<file path="src/rtl/sword_anim_ctrl_pkg.sv">
// +----------------------------------------------------------------------------+
// | sword_anim_ctrl_pkg : shared types and ROM address layout for sword anim   |
// | Rev 1.0                                                                    |
// +----------------------------------------------------------------------------+
`default_nettype none

package sword_anim_ctrl_pkg;

  localparam int c_coord_w = 10;
  localparam int c_dir_w   = 2;

  typedef enum logic [1:0] {
    DIR_UP    = 2'd0,
    DIR_DOWN  = 2'd1,
    DIR_LEFT  = 2'd2,
    DIR_RIGHT = 2'd3
  } dir_t;

  typedef enum logic [1:0] {
    IDLE     = 2'd0,
    ACTIVE   = 2'd1,
    COOLDOWN = 2'd2
  } anim_state_t;

  localparam int c_num_frames_def = 4;
  localparam int c_spr_dim_def    = 32;

  // Default address layout: {dir, frame, dy, dx}, dx in the LSBs.
  localparam int c_frame_w    = $clog2(c_num_frames_def);
  localparam int c_pix_w      = $clog2(c_spr_dim_def);
  localparam int c_dx_ofs     = 0;
  localparam int c_dy_ofs     = c_pix_w;
  localparam int c_frame_ofs  = 2 * c_pix_w;
  localparam int c_dir_ofs    = c_frame_ofs + c_frame_w;
  localparam int c_rom_addr_w = c_dir_ofs + c_dir_w;

  function automatic int rom_addr_w(input int num_frames, input int spr_dim);
    return c_dir_w + $clog2(num_frames) + 2 * $clog2(spr_dim);
  endfunction

endpackage

`default_nettype wire

</file>
<file path="src/rtl/sword_anim_ctrl_if.sv">
// +----------------------------------------------------------------------------+
// | sword_anim_ctrl_if : game-logic <-> sword animation control handshake      |
// | Rev 1.0                                                                    |
// +----------------------------------------------------------------------------+
`default_nettype none

interface sword_anim_ctrl_if
  import sword_anim_ctrl_pkg::*;
#(
  parameter int FRAME_W = c_frame_w
);

  logic               attack_req;
  logic [c_dir_w-1:0] dir_in;
  logic [FRAME_W-1:0] frame_idx;
  logic               busy;
  logic               done;

  modport master (
    output attack_req, dir_in,
    input  frame_idx, busy, done
  );

  modport slave (
    input  attack_req, dir_in,
    output frame_idx, busy, done
  );

endinterface

`default_nettype wire

</file>
<file path="src/rtl/sword_anim_ctrl_frame_tick_gen.sv">
// +----------------------------------------------------------------------------+
// | sword_anim_ctrl_frame_tick_gen : one-cycle tick on vsync rising edge       |
// | Rev 1.0                                                                    |
// +----------------------------------------------------------------------------+
`default_nettype none

module sword_anim_ctrl_frame_tick_gen (
  input  logic vga_clk,
  input  logic Reset_n,
  input  logic vsync,
  output logic tick
);

  logic r_vsync_q;

  // History resets high so releasing reset with vsync high is not an edge.
  always_ff @(posedge vga_clk or negedge Reset_n) begin
    if (!Reset_n) begin
      r_vsync_q <= 1'b1;
    end else begin
      r_vsync_q <= vsync;
    end
  end

  assign tick = !r_vsync_q && vsync;

endmodule

`default_nettype wire

</file>
<file path="src/rtl/sword_anim_ctrl.sv">
// +----------------------------------------------------------------------------+
// | sword_anim_ctrl : sword-attack animation sequencer and sprite ROM address  |
// | Optional macro SWORD_MIRROR_EN: left facing reuses the right ROM slice.    |
// | Rev 1.0                                                                    |
// +----------------------------------------------------------------------------+
`default_nettype none

module sword_anim_ctrl
  import sword_anim_ctrl_pkg::*;
#(
  parameter int NUM_FRAMES     = c_num_frames_def,
  parameter int FRAME_HOLD     = 6,
  parameter int COOLDOWN_TICKS = 8,
  parameter int SPR_DIM        = c_spr_dim_def
) (
  input  logic                                      vga_clk,
  input  logic                                      Reset_n,
  input  logic                                      vsync,
  sword_anim_ctrl_if.slave                          game,
  input  logic [c_coord_w-1:0]                      sprite_x,
  input  logic [c_coord_w-1:0]                      sprite_y,
  input  logic [c_coord_w-1:0]                      DrawX,
  input  logic [c_coord_w-1:0]                      DrawY,
  output logic [rom_addr_w(NUM_FRAMES, SPR_DIM)-1:0] rom_address,
  output logic                                      sprite_on
);

  localparam int c_fr_w   = $clog2(NUM_FRAMES);
  localparam int c_px_w   = $clog2(SPR_DIM);
  localparam int c_hold_w = $clog2(FRAME_HOLD + 1);
  localparam int c_cd_w   = $clog2(COOLDOWN_TICKS + 1);

  localparam logic [c_fr_w-1:0]    c_frame_last = c_fr_w'(NUM_FRAMES - 1);
  localparam logic [c_hold_w-1:0]  c_hold_last  = c_hold_w'(FRAME_HOLD - 1);
  localparam logic [c_cd_w-1:0]    c_cd_last    = c_cd_w'(COOLDOWN_TICKS - 1);
  localparam logic [c_coord_w-1:0] c_spr_dim    = c_coord_w'(SPR_DIM);

  anim_state_t         r_state;
  dir_t                r_dir;
  logic [c_fr_w-1:0]   r_frame;
  logic [c_hold_w-1:0] r_hold;
  logic [c_cd_w-1:0]   r_cd;
  logic                r_done;
  logic                r_on_q1;
  logic                w_tick;

  sword_anim_ctrl_frame_tick_gen u_tick (
    .vga_clk (vga_clk),
    .Reset_n (Reset_n),
    .vsync   (vsync),
    .tick    (w_tick)
  );

  always_ff @(posedge vga_clk or negedge Reset_n) begin
    if (!Reset_n) begin
      r_state <= IDLE;
      r_dir   <= DIR_UP;
      r_frame <= '0;
      r_hold  <= '0;
      r_cd    <= '0;
      r_done  <= 1'b0;
    end else begin
      r_done <= 1'b0;
      case (r_state)
        IDLE: begin
          if (game.attack_req) begin
            r_state <= ACTIVE;
            r_dir   <= dir_t'(game.dir_in);
            r_frame <= '0;
            r_hold  <= '0;
          end
        end
        ACTIVE: begin
          if (w_tick) begin
            if (r_hold == c_hold_last) begin
              r_hold <= '0;
              if (r_frame == c_frame_last) begin
                r_done  <= 1'b1;
                r_state <= COOLDOWN;
                r_cd    <= '0;
              end else begin
                r_frame <= r_frame + 1'b1;
              end
            end else begin
              r_hold <= r_hold + 1'b1;
            end
          end
        end
        COOLDOWN: begin
          if (w_tick) begin
            if (r_cd == c_cd_last) begin
              r_state <= IDLE;
            end else begin
              r_cd <= r_cd + 1'b1;
            end
          end
        end
        default: r_state <= IDLE;
      endcase
    end
  end

  assign game.frame_idx = r_frame;
  assign game.busy      = (r_state != IDLE);
  assign game.done      = r_done;

  // Unsigned wrap: pixels left of / above the box become huge and fail the test.
  logic [c_coord_w-1:0] w_dx;
  logic [c_coord_w-1:0] w_dy;
  logic                 w_in_box;
  dir_t                 w_dir_field;
  logic [c_px_w-1:0]    w_dx_field;

  assign w_dx     = DrawX - sprite_x;
  assign w_dy     = DrawY - sprite_y;
  assign w_in_box = (w_dx < c_spr_dim) && (w_dy < c_spr_dim);

`ifdef SWORD_MIRROR_EN
  localparam logic [c_px_w-1:0] c_px_max = c_px_w'(SPR_DIM - 1);
  assign w_dir_field = (r_dir == DIR_LEFT) ? DIR_RIGHT : r_dir;
  assign w_dx_field  = (r_dir == DIR_LEFT) ? (c_px_max - w_dx[c_px_w-1:0])
                                           : w_dx[c_px_w-1:0];
`else
  assign w_dir_field = r_dir;
  assign w_dx_field  = w_dx[c_px_w-1:0];
`endif

  // Address is one stage behind DrawX/DrawY; sprite_on adds a second stage to
  // line up with the synchronous ROM output.
  always_ff @(posedge vga_clk or negedge Reset_n) begin
    if (!Reset_n) begin
      rom_address <= '0;
      r_on_q1     <= 1'b0;
      sprite_on   <= 1'b0;
    end else begin
      rom_address <= w_in_box ? {w_dir_field, r_frame, w_dy[c_px_w-1:0], w_dx_field} : '0;
      r_on_q1     <= w_in_box && (r_state == ACTIVE);
      sprite_on   <= r_on_q1;
    end
  end

endmodule

`default_nettype wire
</file>
<file path="src/flat_wrapper.sv">
// flat-port wrapper written by rule: the top's interface ports become plain ports
module sword_anim_ctrl_flat import sword_anim_ctrl_pkg::*;
#(
  parameter int NUM_FRAMES     = c_num_frames_def,
  parameter int FRAME_HOLD     = 6,
  parameter int COOLDOWN_TICKS = 8,
  parameter int SPR_DIM        = c_spr_dim_def
)
  (vga_clk, Reset_n, vsync, sprite_x, sprite_y, DrawX, DrawY, rom_address, sprite_on, game_attack_req, game_dir_in, game_frame_idx, game_busy, game_done);
  sword_anim_ctrl_if game_i ();
  input  logic vga_clk;
  input  logic Reset_n;
  input  logic vsync;
  input  logic [c_coord_w-1:0] sprite_x;
  input  logic [c_coord_w-1:0] sprite_y;
  input  logic [c_coord_w-1:0] DrawX;
  input  logic [c_coord_w-1:0] DrawY;
  output logic [rom_addr_w(NUM_FRAMES, SPR_DIM)-1:0] rom_address;
  output logic sprite_on;
  input wire logic [$bits(game_i.attack_req)-1:0] game_attack_req;
  input wire logic [$bits(game_i.dir_in)-1:0] game_dir_in;
  output wire logic [$bits(game_i.frame_idx)-1:0] game_frame_idx;
  output wire logic [$bits(game_i.busy)-1:0] game_busy;
  output wire logic [$bits(game_i.done)-1:0] game_done;
  assign game_i.attack_req = game_attack_req;
  assign game_i.dir_in = game_dir_in;
  assign game_frame_idx = game_i.frame_idx;
  assign game_busy = game_i.busy;
  assign game_done = game_i.done;
  sword_anim_ctrl #(.NUM_FRAMES(NUM_FRAMES), .FRAME_HOLD(FRAME_HOLD), .COOLDOWN_TICKS(COOLDOWN_TICKS), .SPR_DIM(SPR_DIM)) u_core (.vga_clk(vga_clk), .Reset_n(Reset_n), .vsync(vsync), .game(game_i), .sprite_x(sprite_x), .sprite_y(sprite_y), .DrawX(DrawX), .DrawY(DrawY), .rom_address(rom_address), .sprite_on(sprite_on));
endmodule
</file>
<file path="config.mk">
export PLATFORM = sky130hd
export DESIGN_NAME = sword_anim_ctrl_flat
export DESIGN_NICKNAME = d
export VERILOG_FILES = /design/src/rtl/sword_anim_ctrl_pkg.sv /design/src/rtl/sword_anim_ctrl_if.sv /design/src/rtl/sword_anim_ctrl_frame_tick_gen.sv /design/src/rtl/sword_anim_ctrl.sv /design/src/flat_wrapper.sv
export SDC_FILE = /design/constraint.sdc
export NUM_CORES = 1
export LEC_CHECK = 0
export BUFFER_PORTS_ARGS = -buffer_cell sky130_fd_sc_hd__buf_2
export CAP_MARGIN = 20
export CORE_MARGIN = 2
export CORE_UTILIZATION = 57
export DETAILED_ROUTE_END_ITERATION = 7
export PLACE_DENSITY = 0.86
export SYNTH_ARGS = -nofsm -noshare
export SYNTH_HDL_FRONTEND = slang
export SYNTH_SLANG_ARGS = --single-unit
</file>
<file path="constraint.sdc">
create_clock -name vga_clk -period 4.65 [get_ports vga_clk]
set_clock_uncertainty 0.05 [all_clocks]
set_input_delay 0.93 -clock vga_clk [delete_from_list [all_inputs] [get_ports vga_clk]]
set_output_delay 0.93 -clock vga_clk [all_outputs]
set_load 0.1 [all_outputs]
</file>
Yosys cells after proc, flatten, opt, wreduce, memory -nomap -nowiden:

Cells that the tools add are included.

* register bits: 31
* output and inout port bits: 19

* $add $sub $neg: 5
* magnitude comparators: 2
* equality and inequality tests: 13
* mux-type cells: 27
* reduce and logical (&&, ||, !) cells: 13

Operators with widths (number)
* $lt 10x6->1 const B: 2
* $mux 2: 10
* $mux 4: 5
* $sub 10x10->10: 2
* $mux 14: 1
* $reduce_and 6->1: 2
* $ne 2x2->1 const B: 5
* $mux 3: 3
* $pmux 4 s2: 1
* $ne 2x1->1 const B: 3
* $pmux 2 s3: 1
* $pmux 3 s2: 1
* $reduce_bool 2->1: 3
* $reduce_and 5->1: 1
* $add 4x1->4 const B: 1
* $eq 2x2->1 const B: 2
* $eq 4x3->1 const B: 1
* $mux 1: 4
* $pmux 2 s2: 1
* $add 3x1->3 const B: 1
* $eq 3x3->1 const B: 1
* $logic_and 1x1->1: 3
* $reduce_and 3->1: 1
* $add 2x1->2 const B: 1
* 4 further kinds: 4

Longest topological paths before layout:

* depth after elaboration: 5
* depth in mapped cells: 10

Modules after synthesis:

Synthesis repeated with hierarchy kept, for this count alone.

* cells, all modules: 251
* area total of the unflattened synthesis: 2306.0 um^2

Modules (own cells, without submodules)
* sword_anim_ctrl: instances 1, cells each 249, area an instance 2265.9 um^2, sequential area each 750.7 um^2
* sword_anim_ctrl_frame_tick_gen: instances 1, cells each 2, area an instance 40.0 um^2, sequential area each 26.3 um^2

Worst setup path before layout:

No wires, ideal clock.

* path kind: input port to flip-flop
* from: in DrawX[0]
* to: reg u_core.rom_address[8]
* arrival time: 2793 ps
* path slack: 1711 ps
* stages on the path: 10
* buffers on the path: 1
* cell sequence: inv_1 ha_1 fa_1 and2b_1 o2111ai_1 a31oi_1 o21a_1 o211ai_4 buf_6 nor4_2

* word-level cells in the longest chain between the ends: 4

RTL lines
* start: declaration: line flat_wrapper.sv:16 `input logic [c_coord_w-1:0] DrawX;`
* $sub 10x10->10: line sword_anim_ctrl.sv:114 `assign w_dx = DrawX - sprite_x;`
* $lt 10x6->1: line sword_anim_ctrl.sv:116 `assign w_in_box = (w_dx < c_spr_dim) && (w_dy < c_spr_dim);`
* $logic_and 1x1->1: line sword_anim_ctrl.sv:116
* $mux 14: line sword_anim_ctrl.sv:136 `rom_address <= w_in_box ? {w_dir_field, r_frame, w_dy[c_px_w-1:0], w_dx_field} : '0;`
* end signal: assignment: line sword_anim_ctrl.sv:136
* end: declaration: line sword_anim_ctrl.sv:24 `output logic [rom_addr_w(NUM_FRAMES, SPR_DIM)-1:0] rom_address,`

No other way between the ends.
A chain may end at the register's enable or synchronous reset.

Worst setup path in the final report:

* from: in sprite_y[0]
* to: reg u_core.rom_address[2]

* word-level cells in the longest chain between the ends: 4

RTL lines
* start: declaration: line flat_wrapper.sv:15 `input logic [c_coord_w-1:0] sprite_y;`
* $sub 10x10->10: line sword_anim_ctrl.sv:115 `assign w_dy = DrawY - sprite_y;`
* $lt 10x6->1: line sword_anim_ctrl.sv:116
* $logic_and 1x1->1: line sword_anim_ctrl.sv:116
* $mux 14: line sword_anim_ctrl.sv:136

No other way between the ends.

==> results.toml <==
[cells_and_area]
syn_to_final_growth_pct = 19.9
diodes = 0
fin_nets = 384
drive_gt1_share_pct = 31.0
fin_area_mm2 = 0.00279
fillCellCount = 322

[die]
core_area_mm2 = 0.00397
dieHeight_um = 67.9
die_area_mm2 = 0.00460
die_w_um = 67.9
row_count = 23
ios = 65
initial_core_util_pct = 58.5

[synth]
synthCells = 247
synth-compound-area-share_pct = 15.4
synth_top_flop_cell = "dfrtp_1"
syn-num-nets = 315
synth_simple_gate_area_share_pct = 27.1
synth_top_family_by_area = "simple AND/OR/NAND/NOR gates"
synthXorXnorAreaFrac_pct = 4.47
synth.area.top_cells = "dfrtp_1, ha_1, inv_1, nor4_2, nand2_1"
synth_edf_count = 0
yosysTopAreaCell = "dfrtp_1"
netlist_area_mm2 = 0.00232
synth_top_area_share_pct = 32.3
synth_cell_type_count = 50
syn_avg_cell_area_um2 = 9.41
synthAdderAreaFrac_pct = 12.5
synth.area.mux_share_pct = 1.29
synth.top_cells.by_count = "dfrtp_1, inv_1, nand2_1"
ys_ff_latch = 31
synth_warnings = 0
seq_area_frac_synth_pct = 33.4
synthArstFlopShare_pct = 100

[clock_network]
cts_tree = "yes"
cts-root-buf = "clkbuf_8"
postCtsSetupRepairBufs = 0
clk_path_buf_depth = 2
holdBufCountCts = 0
cts_sinks = 31
ctsResizeCount = 0
cts_buffers = 5
htree_levels = 2
clk_pin_slew_ns = 0.06
insertion_delay_ns = 0.27

[drt]
top_layer = "met4"
drc = 0
first_iter_violations = 123
vias_per_cell = 5.50
met2_length_um = 2560
dr.pass1.iters = 4
met1_length_um = 2020
via_count = 2012
finalWirelength_um = 4890
wl_per_cell_um = 13.4
ant_nets = 0
route.met3.wl_um = 222

[place]
io_buffer_count = 64
place_area_mm2 = 0.00269
gp_congestion = 0.850
dp_hpwl_um = 3910

[sta]
hold_viol = 0
max_freq_mhz = 343
setup_viol = 0
finalCritPeriodShare_pct = 62.8
tightest_slew_ns = 0.657
hold_ws_ns = 0.296
rsz0062_at_grt = "false"
period_needed_ns = 2.92
drv_slew = 0
setup-tns-final_ns = 0
slew_headroom_pct = 56.2

[grt]
grt_pass1_vias = 1998
grt_pass1_wl_um = 8220
gr-total-overflow = 0
antenna_found_initial = 0
grt_max_degree = 32
grt_util_all_layers_pct = 23.3

[setup_path]
required_ns = 4.77
crit_type = "in -> reg"
cp.arrival_ns = 3.04
cp_max_fo = 9
worst_setup_path_end_kind = "flip-flop"
startpoint_type = "input pin"

[hold_path]
hp-class = "reg -> reg"

[flow_run]
maxCapViolCount = 0

[power_and_ir_drop]
power_density_mw_per_mm2 = 332
leakage_nw = 1.39
finalPower_uw = 925
ir_drop_mv = 0.181

[status]
status = "finished clean"
==> metrics by stage <==
stage	utilization [%]	cells	setup WS, ns
6_report	70.2	366	1.73
5_1_grt	70.2	366	1.55
4_1_cts	70.2	366	1.74
3_5_place_dp	67.6	359	1.44
3_3_place_gp	67.6	359	1.56
2_1_floorplan	-	247	1.71
==> critical path, stage by stage <==
cell and delay (ns):
buf_2 0.10, ha_1 0.22, fa_1 0.40, nor2b_1 0.20, o211ai_2 0.10, a32oi_1 0.33
xnor2_2 0.27, nand3_4 0.20, nor4_1 0.27
==> metal layers <==
metal	vias to the layer above	global-route usage [%]
met5	-	0
li1	1008	-
met4	0	8.25
met1	938	26.1
met3	8	4.77
met2	58	43.6
==> area by class of cell <==
cell class,instances,area [um^2],share of cell area (%)
clock inverter,1,30.0,1.08
tap,50,62.6,2.24
timing repair buffer,64,320,11.5
sequential,31,777,27.9
inverter,30,113,4.04
multi-input combinational,184,1410,50.7
clock buffer,6,72.6,2.60
==> registers in the layout, indices dropped and copies added, names as in the netlist <==
register                 cells
u_core.r_cd                  4
u_core.game.done             1
u_core.rom_address          14
u_core.r_on_q1               1
u_core.u_tick.r_vsync_q      1
u_core.r_state               2
u_core.r_hold                3
u_core.game.frame_idx        2
u_core.r_dir                 2
u_core.sprite_on             1
==> power by group <==
| part | switching (mW) | internal (mW) | leakage [nW] |
|---|---|---|---|
| Combinational | 0.234 | 0.119 | 0.928 |
| Clock | 0.0880 | 0.157 | 0.0513 |
| Sequential | 0.0271 | 0.299 | 0.414 |
==> kinds of logic (layout without fill, tap and decap cells) <==
group | Yosys count | in the layout
compound gates | 46 | 46
flops | 31 | 31
mux | 3 | 3
xor+xnor | 11 | 11
simple gates | 102 | 102
buf+inv | 32 | 101
fa+ha+maj | 22 | 22
==> cell usage in the layout (no fill, tap or decap), types with 2 or more instances in the layout <==
cell type / count
buf_2: 64
o21a_1: 3
mux2i_1: 3
and2b_1: 2
clkbuf_8: 5
inv_1: 30
dfrtp_1: 30
nor2_1: 11
ha_1: 20
and3_1: 2
nand2_1: 25
and2_4: 3
nor4_2: 9
nand3_1: 8
a21oi_1: 10
o21ai_1: 4
xor2_1: 4
nand4_1: 3
nor3_1: 3
or2_1: 2
nand3b_1: 3
a21oi_2: 2
nor2b_1: 4
a31oi_1: 2
nand2b_1: 11
fa_1: 2
xnor2_1: 6
o2111ai_1: 3
nor4_1: 6
nor3b_1: 3
o21ai_0: 11
==> worst paths after layout <==
path                            slack, ns  cells after the start                         startpoint                                    to
worst max-delay path                 1.73                      9                        sprite_y[0]       u_core.rom_address[2]$_DFF_PN0_
worst min-delay path                 0.30                      0           u_core.r_on_q1$_DFF_PN0_            u_core.sprite_on$_DFF_PN0_
worst max register to register       2.81                      4  u_core.u_tick.r_vsync_q$_DFF_PN1_  u_core.game.frame_idx[0]$_DFFE_PN0P_
worst min register to register       0.30                      0           u_core.r_on_q1$_DFF_PN0_            u_core.sprite_on$_DFF_PN0_
max in group asynchronous            3.49                      1                            Reset_n       u_core.rom_address[5]$_DFF_PN0_
min in group asynchronous            0.63                      1                            Reset_n            u_core.r_cd[0]$_DFFE_PN0P_
(Power assumes the default switching activity.)
